### src/rtl/jts16_snd_bridge.sv
// Sound-command bridge from the main CPU 8255 to the Z80 sound CPU.
// A falling snd_irqn edge captures the command and pulses the Z80 NMI; the Z80 releases the latch by reading it.
module jts16_snd_bridge #(
    parameter logic [7:0] NMI_LEN  = 8'd8,
    parameter logic [1:0] PORT_SEL = 2'b11
) (
    input  logic       clk,
    input  logic       rst,
    input  logic       cen,
    input  logic [7:0] snd_latch,
    input  logic       snd_irqn,
    input  logic [7:0] z80_addr,
    input  logic       iorq_n,
    input  logic       rd_n,
    input  logic       m1_n,
    output logic       nmi_n,
    output logic       latch_cs,
    output logic [7:0] latch_dout,
    output logic       snd_ack,
    output logic       overrun
);

    typedef enum logic [1:0] {IDLE, PULSE, WAIT} state_t;

    state_t     state_q, state_d;
    logic [7:0] cnt_q, cnt_d;
    logic [7:0] dout_q, dout_d;
    logic       irqn_last_q, irqn_last_d;
    logic       cs_last_q, cs_last_d;
    logic       nmi_n_q, nmi_n_d;
    logic       ack_q, ack_d;
    logic       ovr_q, ovr_d;
    logic       consumed_q, consumed_d;
    logic       fall, rd_ev;

    // M1 low with IORQ low is an interrupt acknowledge, never a port read
    assign latch_cs   = ~iorq_n & ~rd_n & m1_n & (z80_addr[7:6] == PORT_SEL);
    assign fall       = irqn_last_q & ~snd_irqn;
    assign rd_ev      = latch_cs & ~cs_last_q;

    assign nmi_n      = nmi_n_q;
    assign latch_dout = dout_q;
    assign snd_ack    = ack_q;
    assign overrun    = ovr_q;

    always_comb begin
        state_d     = state_q;
        cnt_d       = cnt_q;
        dout_d      = dout_q;
        irqn_last_d = snd_irqn;
        cs_last_d   = latch_cs;
        nmi_n_d     = nmi_n_q;
        ack_d       = ack_q;
        ovr_d       = ovr_q;
        consumed_d  = consumed_q;
        if (fall) begin
            // A new command beats a same-clock read; the byte being read is not lost
            dout_d     = snd_latch;
            cnt_d      = NMI_LEN;
            state_d    = PULSE;
            nmi_n_d    = 1'b0;
            ack_d      = 1'b0;
            consumed_d = 1'b0;
            if (state_q != IDLE && !rd_ev && !consumed_q)
                ovr_d = 1'b1;
        end else begin
            case (state_q)
                PULSE: begin
                    if (rd_ev)
                        consumed_d = 1'b1;
                    if (cen) begin
                        if (cnt_q == 8'd1) begin
                            nmi_n_d    = 1'b1;
                            consumed_d = 1'b0;
                            if (consumed_q || rd_ev) begin
                                state_d = IDLE;
                                ack_d   = 1'b1;
                            end else begin
                                state_d = WAIT;
                            end
                        end else begin
                            cnt_d = cnt_q - 8'd1;
                        end
                    end
                end
                WAIT: begin
                    if (rd_ev) begin
                        state_d = IDLE;
                        ack_d   = 1'b1;
                    end
                end
                default: ;
            endcase
        end
    end

    always_ff @(posedge clk or posedge rst) begin
        if (rst) begin
            state_q     <= IDLE;
            cnt_q       <= 8'd0;
            dout_q      <= 8'h00;
            irqn_last_q <= 1'b1;
            cs_last_q   <= 1'b0;
            nmi_n_q     <= 1'b1;
            ack_q       <= 1'b1;
            ovr_q       <= 1'b0;
            consumed_q  <= 1'b0;
        end else begin
            state_q     <= state_d;
            cnt_q       <= cnt_d;
            dout_q      <= dout_d;
            irqn_last_q <= irqn_last_d;
            cs_last_q   <= cs_last_d;
            nmi_n_q     <= nmi_n_d;
            ack_q       <= ack_d;
            ovr_q       <= ovr_d;
            consumed_q  <= consumed_d;
        end
    end

endmodule

### config.mk
export PLATFORM = sky130hd
export DESIGN_NAME = jts16_snd_bridge
export DESIGN_NICKNAME = d
export VERILOG_FILES = /design/src/rtl/jts16_snd_bridge.sv
export SDC_FILE = /design/constraint.sdc
export NUM_CORES = 1
export LEC_CHECK = 0
export BUFFER_PORTS_ARGS = -buffer_cell sky130_fd_sc_hd__buf_2
export CORE_ASPECT_RATIO = 0.8
export CORE_UTILIZATION = 49
export DETAILED_ROUTE_END_ITERATION = 10
export PLACE_DENSITY_LB_ADDON = 0.15
export SKIP_CTS_REPAIR_TIMING = 1
export SLEW_MARGIN = 5
export SYNTH_ARGS = -nofsm -noshare
export SYNTH_HDL_FRONTEND = slang
export SYNTH_SLANG_ARGS = --single-unit
### constraint.sdc
create_clock -name clk -period 1.9 [get_ports clk]
set_input_delay 0.19 -clock clk [delete_from_list [all_inputs] [get_ports clk]]
set_output_delay 0.19 -clock clk [all_outputs]
set_load 0.05 [all_outputs]
==> Word level (Yosys, flattened, before mapping) <==
Cells that the tools add are included.
{ "word_totals": {"reg_bits": 24, "word_cells": 68, "output_inout_bits": 12} }
{ "op_classes": {"addsub": 1, "mux": 25, "n_eq_ne": 9, "n_reduce_logical": 15, "bitwise_logic": 9} }
{ "op_table": {"columns": ["op", "n"], "rows": [
  ["two-way mux 8 bit", 4],
  ["two-way mux 1 bit", 14],
  ["!= test 3 bit (second input constant)", 4],
  ["two-way mux 2 bit", 5],
  ["== test 8 x 1 -> 1 bit (second input constant)", 1],
  ["nonzero test 2 bit", 4],
  ["subtractor 8 x 1 -> 8 bit (second input constant)", 1],
  ["AND reduction 3 bit", 2],
  ["AND 1 bit", 5],
  ["AND reduction 5 bit", 1],
  ["== test 2 bit (second input constant)", 2],
  ["NOT 1 bit", 4],
  ["case mux 2 bit (2 select lines)", 1],
  ["AND reduction 4 bit", 1],
  ["nonzero test 3 bit", 1],
  ["== test 2 x 1 -> 1 bit (second input constant)", 1],
  ["logical AND 1 bit", 2],
  ["zero test 1 bit", 2],
  ["!= test 2 bit (second input constant)", 1],
  ["case mux 1 bit (2 select lines)", 1],
  ["AND reduction 2 bit", 1],
  ["logical OR 1 bit", 1]
]} }

==> Longest topological paths before layout <==
Gate-level depths: netlist of the first run.
{ "logic_depth": {"depth_word": 11, "ltp_mapped": 6, "ltp_nobuf": 6} }

==> Least setup slack after synthesis of the first run <==
Ideal clock, no wire load.
{ "synth_path": {"kind": "register -> register", "startpoint": "register cnt_q[0]", "endpoint": "register cnt_q[7]", "setup_time_ns": 0.079, "stages_incl_launch_ff": 6, "t_arrival_ns": 1.476, "synth_period_minus_slack_ns": 1.556, "path_buffers": 0, "setup_slack_ns": 0.344, "cell_sequence": "dfrtp_1 ha_1 nor3b_2 a21o_2 nor4_1 mux2i_1"} }
{ "synth_between": {"elab_chain_len": 5, "word_cells_on_any_way": 8, "classes_between": "add/sub: 1; eq/ne: 2; mux: 4; reduce/logical: 1"} }
{ "synth_rtl": {"columns": ["item", "line", "text"], "rows": [
  ["start: declaration", "26", "logic [7:0] cnt_q, cnt_d;"],
  ["start signal: assignment", "110", "cnt_q <= cnt_d;"],
  ["subtractor 8 x 1 -> 8 bit", "82", "cnt_d = cnt_q - 8'd1;"],
  ["two-way mux 8 bit", "72", "if (cnt_q == 8'd1) begin"],
  ["two-way mux 8 bit", "71", "if (cen) begin"],
  ["two-way mux 8 bit", "67", "case (state_q)"],
  ["two-way mux 8 bit", "56", "if (fall) begin"]
]} }
Several ways; a longest one is shown, not always the timed one. The select of a mux whose other input is x is not followed.
A chain may end at the register's enable or synchronous reset.

==> Worst setup path after layout of the first run <==
Same ends and word-level chain as after synthesis.

==> flow_summary.yaml, run 1 <==
run_status:
  status: "completed"
clocking:
  clk_pin_slew_ns: 0.13
  cts_tree: "built"
  cts_buffers: 3
  cts.path.max_buffers: 2
  root_buffer: "clkbuf_4"
  h-tree-depth: 1
  clkSinkCount: 24
  clk_latency_ns: 0.31
detailed_routing:
  via_per_inst: 5.38
  vias: 936
  highest_layer: "met4"
  drc: 0
  wl_met1_mm: 1.11
  wirelength_mm: 2.30
  final_antenna_net_count: 0
  drt_iter0_markers: 18
  wl_per_cell_um: 13.2
  wl_met3_um: 110
  dr.pass1.iters: 4
  route.met2.wl_mm: 1.06
final_layout:
  layout.nets: 175
  final.fill_count: 188
  syn_to_final_growth_pct: 21.4
  n_antenna_cell: 0
  drive_above_1_share: 0.302
synthesis:
  synth_area_per_cell_um2: 9.99
  yosys-top-cells-count: "nand2_1, dfrtp_1, nor2_1"
  synth-seq-cells: 24
  yosysSeqAreaShare: 0.526
  synth_cells: 115
  synth_top_cell_by_area: "dfrtp_1"
  synth_area_mm2: 0.00115
  synth_top_area_share: 0.458
  synth-async-reset-ratio: 1.00
  ys_warn_count: 0
  yosysUniqueCellTypes: 36
  syn_nets: 140
  ys_top_cells_by_area: "dfrtp_1, nand2_1, dfstp_2"
  yosysMostFrequentCell: "nand2_1"
  synth_edf_count: 0
  yosys_most_used_dff: "dfrtp_1"
timing:
  worstMarginPinSlew_ns: 0.569
  drv_slew: 0
  finalCritPeriodShare: 0.895
  hold_viol: 0
  fin_setup_tns_ns: 0
  max_freq_ghz: 0.588
  holdWs_ns: 0.0574
  fin_crit_ns: 1.70
  rsz0062_at_grt: "no"
  slew_headroom: 0.621
  skew_ns: 0.00428
  finalSetupViolCount: 0
floorplan:
  die_area_mm2: 0.00254
  die_h_um: 45.3
  core-area_mm2: 0.00218
  placementRows: 15
  initial_utilization: 0.528
  ioPinCount: 35
  die_w_um: 56.1
run:
  maxCapViolCount: 0
setup_path:
  worstPathRequired_ns: 2.14
  cp-start-kind: "flop"
  endpoint_kind: "flop"
  crit_fanout: 7
  rr_endpoint: "cnt_q[7]$_DFFE_PP0P_"
  path_class: "reg2reg"
  r2r_setup_slack_ns: 0.20
  r2r-start: "cnt_q[0]$_DFFE_PP0P_"
  crit_arrival_ns: 1.95
  reg2reg_depth: 5
min_path:
  hold_end: "latch_dout[5]$_DFFE_PP0P_"
  hp-class: "in2reg"
  whs_path_depth: 3
  hp-start: "snd_latch[5]"
power:
  total_leakage_power_nw: 0.657
  power_density_mw_per_mm2: 1030
  worst_ir_drop_vdd_uv: 763
global_routing:
  grt_pass1_wl_mm: 3.90
  grt_pass1_vias: 868
  antenna_found_initial: 0
  grt_max_degree: 25
  overflow: 0
  grt_util_all_layers: 0.205
placed_design:
  dp_hpwl_mm: 1.61
  io_buffers: 28
  place_congestion: 0.804
## through the flow
step	area (um^2)	power [mW]	utilization	setup WS [ns]	cells
after floorplan	1150	1.05	-	0.344	115
after global placement	1330	1.15	0.611	0.213	168
after detailed placement	1330	1.17	0.611	0.182	168
after CTS	1370	1.44	0.628	0.160	172
after global routing	1390	1.54	0.640	0.0656	174
final	1390	1.44	0.640	0.199	174
## per-layer routing
metal / up-vias / global-route usage
met5: - / 0
met3: 2 / 0.0630
met4: 0 / 0.0390
li1: 462 / -
met1: 450 / 0.277
met2: 22 / 0.333
## worst max-delay path by stage
stage	from	endpoint	slack (ns)	cells past startpoint
floorplan	cnt_q[0]$_DFFE_PP0P_	cnt_q[7]$_DFFE_PP0P_	0.34	5
global placement	cnt_q[1]$_DFFE_PP0P_	cnt_q[3]$_DFFE_PP0P_	0.21	6
detailed placement	cnt_q[1]$_DFFE_PP0P_	cnt_q[3]$_DFFE_PP0P_	0.18	6
CTS	cnt_q[1]$_DFFE_PP0P_	cnt_q[3]$_DFFE_PP0P_	0.16	6
global route	cnt_q[1]$_DFFE_PP0P_	cnt_q[3]$_DFFE_PP0P_	0.07	6
finish	cnt_q[0]$_DFFE_PP0P_	cnt_q[7]$_DFFE_PP0P_	0.20	5
## state kept, by name (all words and copies together) (netlist names)
| name | cells |
|---|---|
| snd_ack | 1 |
| cnt_q | 8 |
| state_q | 2 |
| latch_dout | 8 |
| nmi_n | 1 |
| irqn_last_q | 1 |
| consumed_q | 1 |
| cs_last_q | 1 |
| overrun | 1 |
## logic make-up (layout without fill, tap and decap cells)
| family | count (synthesis) | in the layout | synth area share |
|---|---|---|---|
| adder cells (fa/ha/maj) | 2 | 2 | 0.0218 |
| AO/OA/AOI/OAI | 18 | 18 | 0.111 |
| multiplexers | 1 | 1 | 0.00871 |
| AND/OR/NAND/NOR | 59 | 59 | 0.279 |
| XOR/XNOR | 4 | 4 | 0.0305 |
| flip-flops | 24 | 24 | 0.526 |
| buffers and inverters | 7 | 41 | 0.0229 |
## cell type report
cell class / instances / area, um^2 / share of cell area
timing repair buffer: 33 / 183 / 0.131
multi-input combinational: 84 / 524 / 0.376
tap: 25 / 31.3 / 0.0224
inverter: 4 / 15.0 / 0.0108
sequential: 24 / 604 / 0.434
clock buffer: 4 / 36.3 / 0.0260
## where the power goes
group	leakage, nW	switching, mW	internal [mW]
clock	0.0210	0.148	0.117
combinational	0.341	0.292	0.184
sequential	0.295	0.103	0.596
## critical path, stage by stage, from the launching register on
cell	delay (ns)
dfrtp_1	0.47
ha_1	0.24
nor3b_4	0.18
a21o_2	0.23
nor4_1	0.30
mux2i_1	0.22
## cell usage in the layout (no fill, tap or decap), types with 4 or more instances in the layout
cell      netlist  layout
buf_2           0      28
a21oi_1         4       4
nand2_1        29      29
nand2b_1        4       4
dfrtp_1        21      21
nor2_1          8       8
inv_1           4       4
xnor2_1         4       4
No activity file was read; power rests on OpenSTA's default activity.
==> run 2: changes to the inputs <==
--- a/config.mk
+++ b/config.mk
@@ -5,10 +5,12 @@
 export SDC_FILE = /design/constraint.sdc
 export NUM_CORES = 1
 export LEC_CHECK = 0
+export ABC_AREA = 1
 export BUFFER_PORTS_ARGS = -buffer_cell sky130_fd_sc_hd__buf_2
 export CORE_ASPECT_RATIO = 0.8
-export CORE_UTILIZATION = 49
+export CORE_UTILIZATION = 51
 export DETAILED_ROUTE_END_ITERATION = 10
+export GPL_TIMING_DRIVEN = 0
 export PLACE_DENSITY_LB_ADDON = 0.15
 export SKIP_CTS_REPAIR_TIMING = 1
 export SLEW_MARGIN = 5
==> run 2 against run 1 <==
The flow now finishes with violations (DRC). Hold slack got worse by 0.050 ns. Flip-flop and latch count unchanged. Cell area increased by 7.9%. Routed wire length increased by 2.3%. Utilization increased by 2.8 points. Final cell count increased by 18%. Clock power increased by 43%. Area after synthesis increased by 10%. Setup slack improved by 0.21 ns. Largest power group is now combinational cells. Highest routed layer unchanged.
==> flow_summary.yaml, run 2 <==
global_routing:
  antenna_found_initial: 0
  grt_pass1_vias: 952
  grt_pass1_wl_mm: 4.07
  grt.busiest_layer: "met2"
  grt_util_all_layers: 0.206
  grt_use_met3: 0.0590
  gr-usage-met2: 0.337
  overflow: 0
  grt_util_met1: 0.280
  grt_max_degree: 25
timing:
  drv_slew: 0
  hold_viol: 0
  finalCritPeriodShare: 0.783
  fin_crit_ns: 1.49
  rsz0062_at_grt: "no"
  fin_setup_tns_ns: 0
  worstMarginPinSlew_ns: 0.871
  slew_headroom: 0.419
  finalSetupViolCount: 0
  skew_ns: 0.0147
  max_freq_ghz: 0.672
final_layout:
  utilization: 0.668
  stdcell_count: 205
  drive_above_1_share: 0.350
  n_antenna_cell: 0
  syn_to_final_growth_pct: 19.0
  final_cell_mix: "nand2_1, buf_2, dfrtp_1"
  final_common_cell: "nand2_1"
  final_area_mm2: 0.00150
  layout.nets: 206
clocking:
  cts_buffers: 3
  root_buffer: "clkbuf_4"
  clk_pin_slew_ns: 0.14
  cts_tree: "built"
  clkSinkCount: 24
  cts.path.max_buffers: 2
  h-tree-depth: 1
  clk_latency_ns: 0.33
setup_path:
  r2r-start: "cnt_q[1]$_DFFE_PP0P_"
  cp-start-kind: "flop"
  worstPathRequired_ns: 2.16
  reg2reg_depth: 9
  rr_endpoint: "cnt_q[1]$_DFFE_PP0P_"
  crit_fanout: 8
  endpoint_kind: "flop"
  path_class: "reg2reg"
  r2r_setup_slack_ns: 0.41
  crit_arrival_ns: 1.75
detailed_routing:
  dr.pass1.iters: 7
  final_antenna_net_count: 0
  drc: 2
  drt_iter0_markers: 43
  via_per_inst: 5.14
  wirelength_mm: 2.35
  vias: 1053
  wl_per_cell_um: 11.5
floorplan:
  core-area_mm2: 0.00225
  ioPinCount: 35
  die_area_mm2: 0.00268
  die_h_um: 46.5
  initial_utilization: 0.561
  die_w_um: 57.7
  placementRows: 15
synthesis:
  ys_warn_count: 0
  yosysUniqueCellTypes: 25
  synth_cells: 147
  ys_top_cells_by_area: "dfrtp_1, nand2_1, dfstp_2"
  synth-seq-cells: 24
  yosys_most_used_dff: "dfrtp_1"
  yosys-top-cells-count: "nand2_1, dfrtp_1, inv_1"
  yosysMostFrequentCell: "nand2_1"
  syn_nets: 172
  synth_top_area_share: 0.416
  synth_area_per_cell_um2: 8.60
  synth-async-reset-ratio: 1.00
  yosysSeqAreaShare: 0.478
  synth_edf_count: 0
  synth_area_mm2: 0.00126
  synth_top_cell_by_area: "dfrtp_1"
run_status:
  violations: "DRC"
  status: "complete, but fails checks"
placed_design:
  placed_cells: 200
  place_congestion: 0.815
  dpl-instance-area_mm2: 0.00144
  io_buffers: 28
  dp_hpwl_mm: 1.76
run:
  maxCapViolCount: 0
power:
  worst_ir_drop_vdd_uv: 547
  total_leakage_power_nw: 0.795
  power_density_mw_per_mm2: 1370
min_path:
  hp-class: "in2async"
## run 2: logic make-up (layout without fill, tap and decap cells)
family	after synthesis	count (layout)	share of synthesized area
xor+xnor	3	3	0.0208
fa+ha+maj	2	2	0.0198
simple gates	83	83	0.321
flops	24	24	0.478
buf+inv	21	54	0.0713
compound gates	14	14	0.0891
## run 2: worst max-delay path, stage by stage (launching register included)
cell     delay [ns]
dfrtp_1        0.40
inv_1          0.09
ha_1           0.19
nand2_1        0.11
nor2_4         0.05
a21oi_4        0.29
nor2_4         0.08
inv_6          0.11
nand2_2        0.06
o21ai_2        0.05
## run 2: where the power goes
group / switching, mW / total [mW] / internal, mW
clock: 0.166 / 0.380 / 0.214
sequential: 0.105 / 0.752 / 0.648
combinational: 0.628 / 0.933 / 0.304
total: 0.899 / 2.06 / 1.17
## run 2: layer usage
layer	part of all wire	wire, um
met1	0.49	1150
met2	0.46	1080
met3	0.048	112
met4	0.0051	12
met5	0	0
## run 2: stage by stage
step	total power, mW	hold WS, ns	setup slack, ns
2_1_floorplan	1.51	0.194	0.484
3_3_place_gp	1.65	0.326	0.502
3_5_place_dp	1.69	0.327	0.445
4_1_cts	2.06	-0.0250	0.407
5_1_grt	2.20	0.0236	0.333
6_report	2.06	0.00766	0.412
## run 2: layout make-up
cell class,instances,area (um^2)
Buffer,3,15.0
Clock buffer,3,22.5
Clock inverter,1,30.0
Fill cell,180,748
Inverter,18,75.1
Multi-Input combinational cell,102,576
Sequential cell,24,604
Tap cell,25,31.3
Timing Repair Buffer,29,150
## run 2: worst max path at each step
stage          slack (ns)                   end            startpoint  cells past startpoint
6_report             0.41  cnt_q[1]$_DFFE_PP0P_  cnt_q[1]$_DFFE_PP0P_                      9
5_1_grt              0.33  cnt_q[1]$_DFFE_PP0P_  cnt_q[1]$_DFFE_PP0P_                      9
4_1_cts              0.41  cnt_q[1]$_DFFE_PP0P_  cnt_q[1]$_DFFE_PP0P_                      9
3_5_place_dp         0.44  cnt_q[1]$_DFFE_PP0P_  cnt_q[1]$_DFFE_PP0P_                      9
3_3_place_gp         0.50  cnt_q[0]$_DFFE_PP0P_  cnt_q[1]$_DFFE_PP0P_                      8
2_1_floorplan        0.48   cs_last_q$_DFF_PP0_                  rd_n                      1
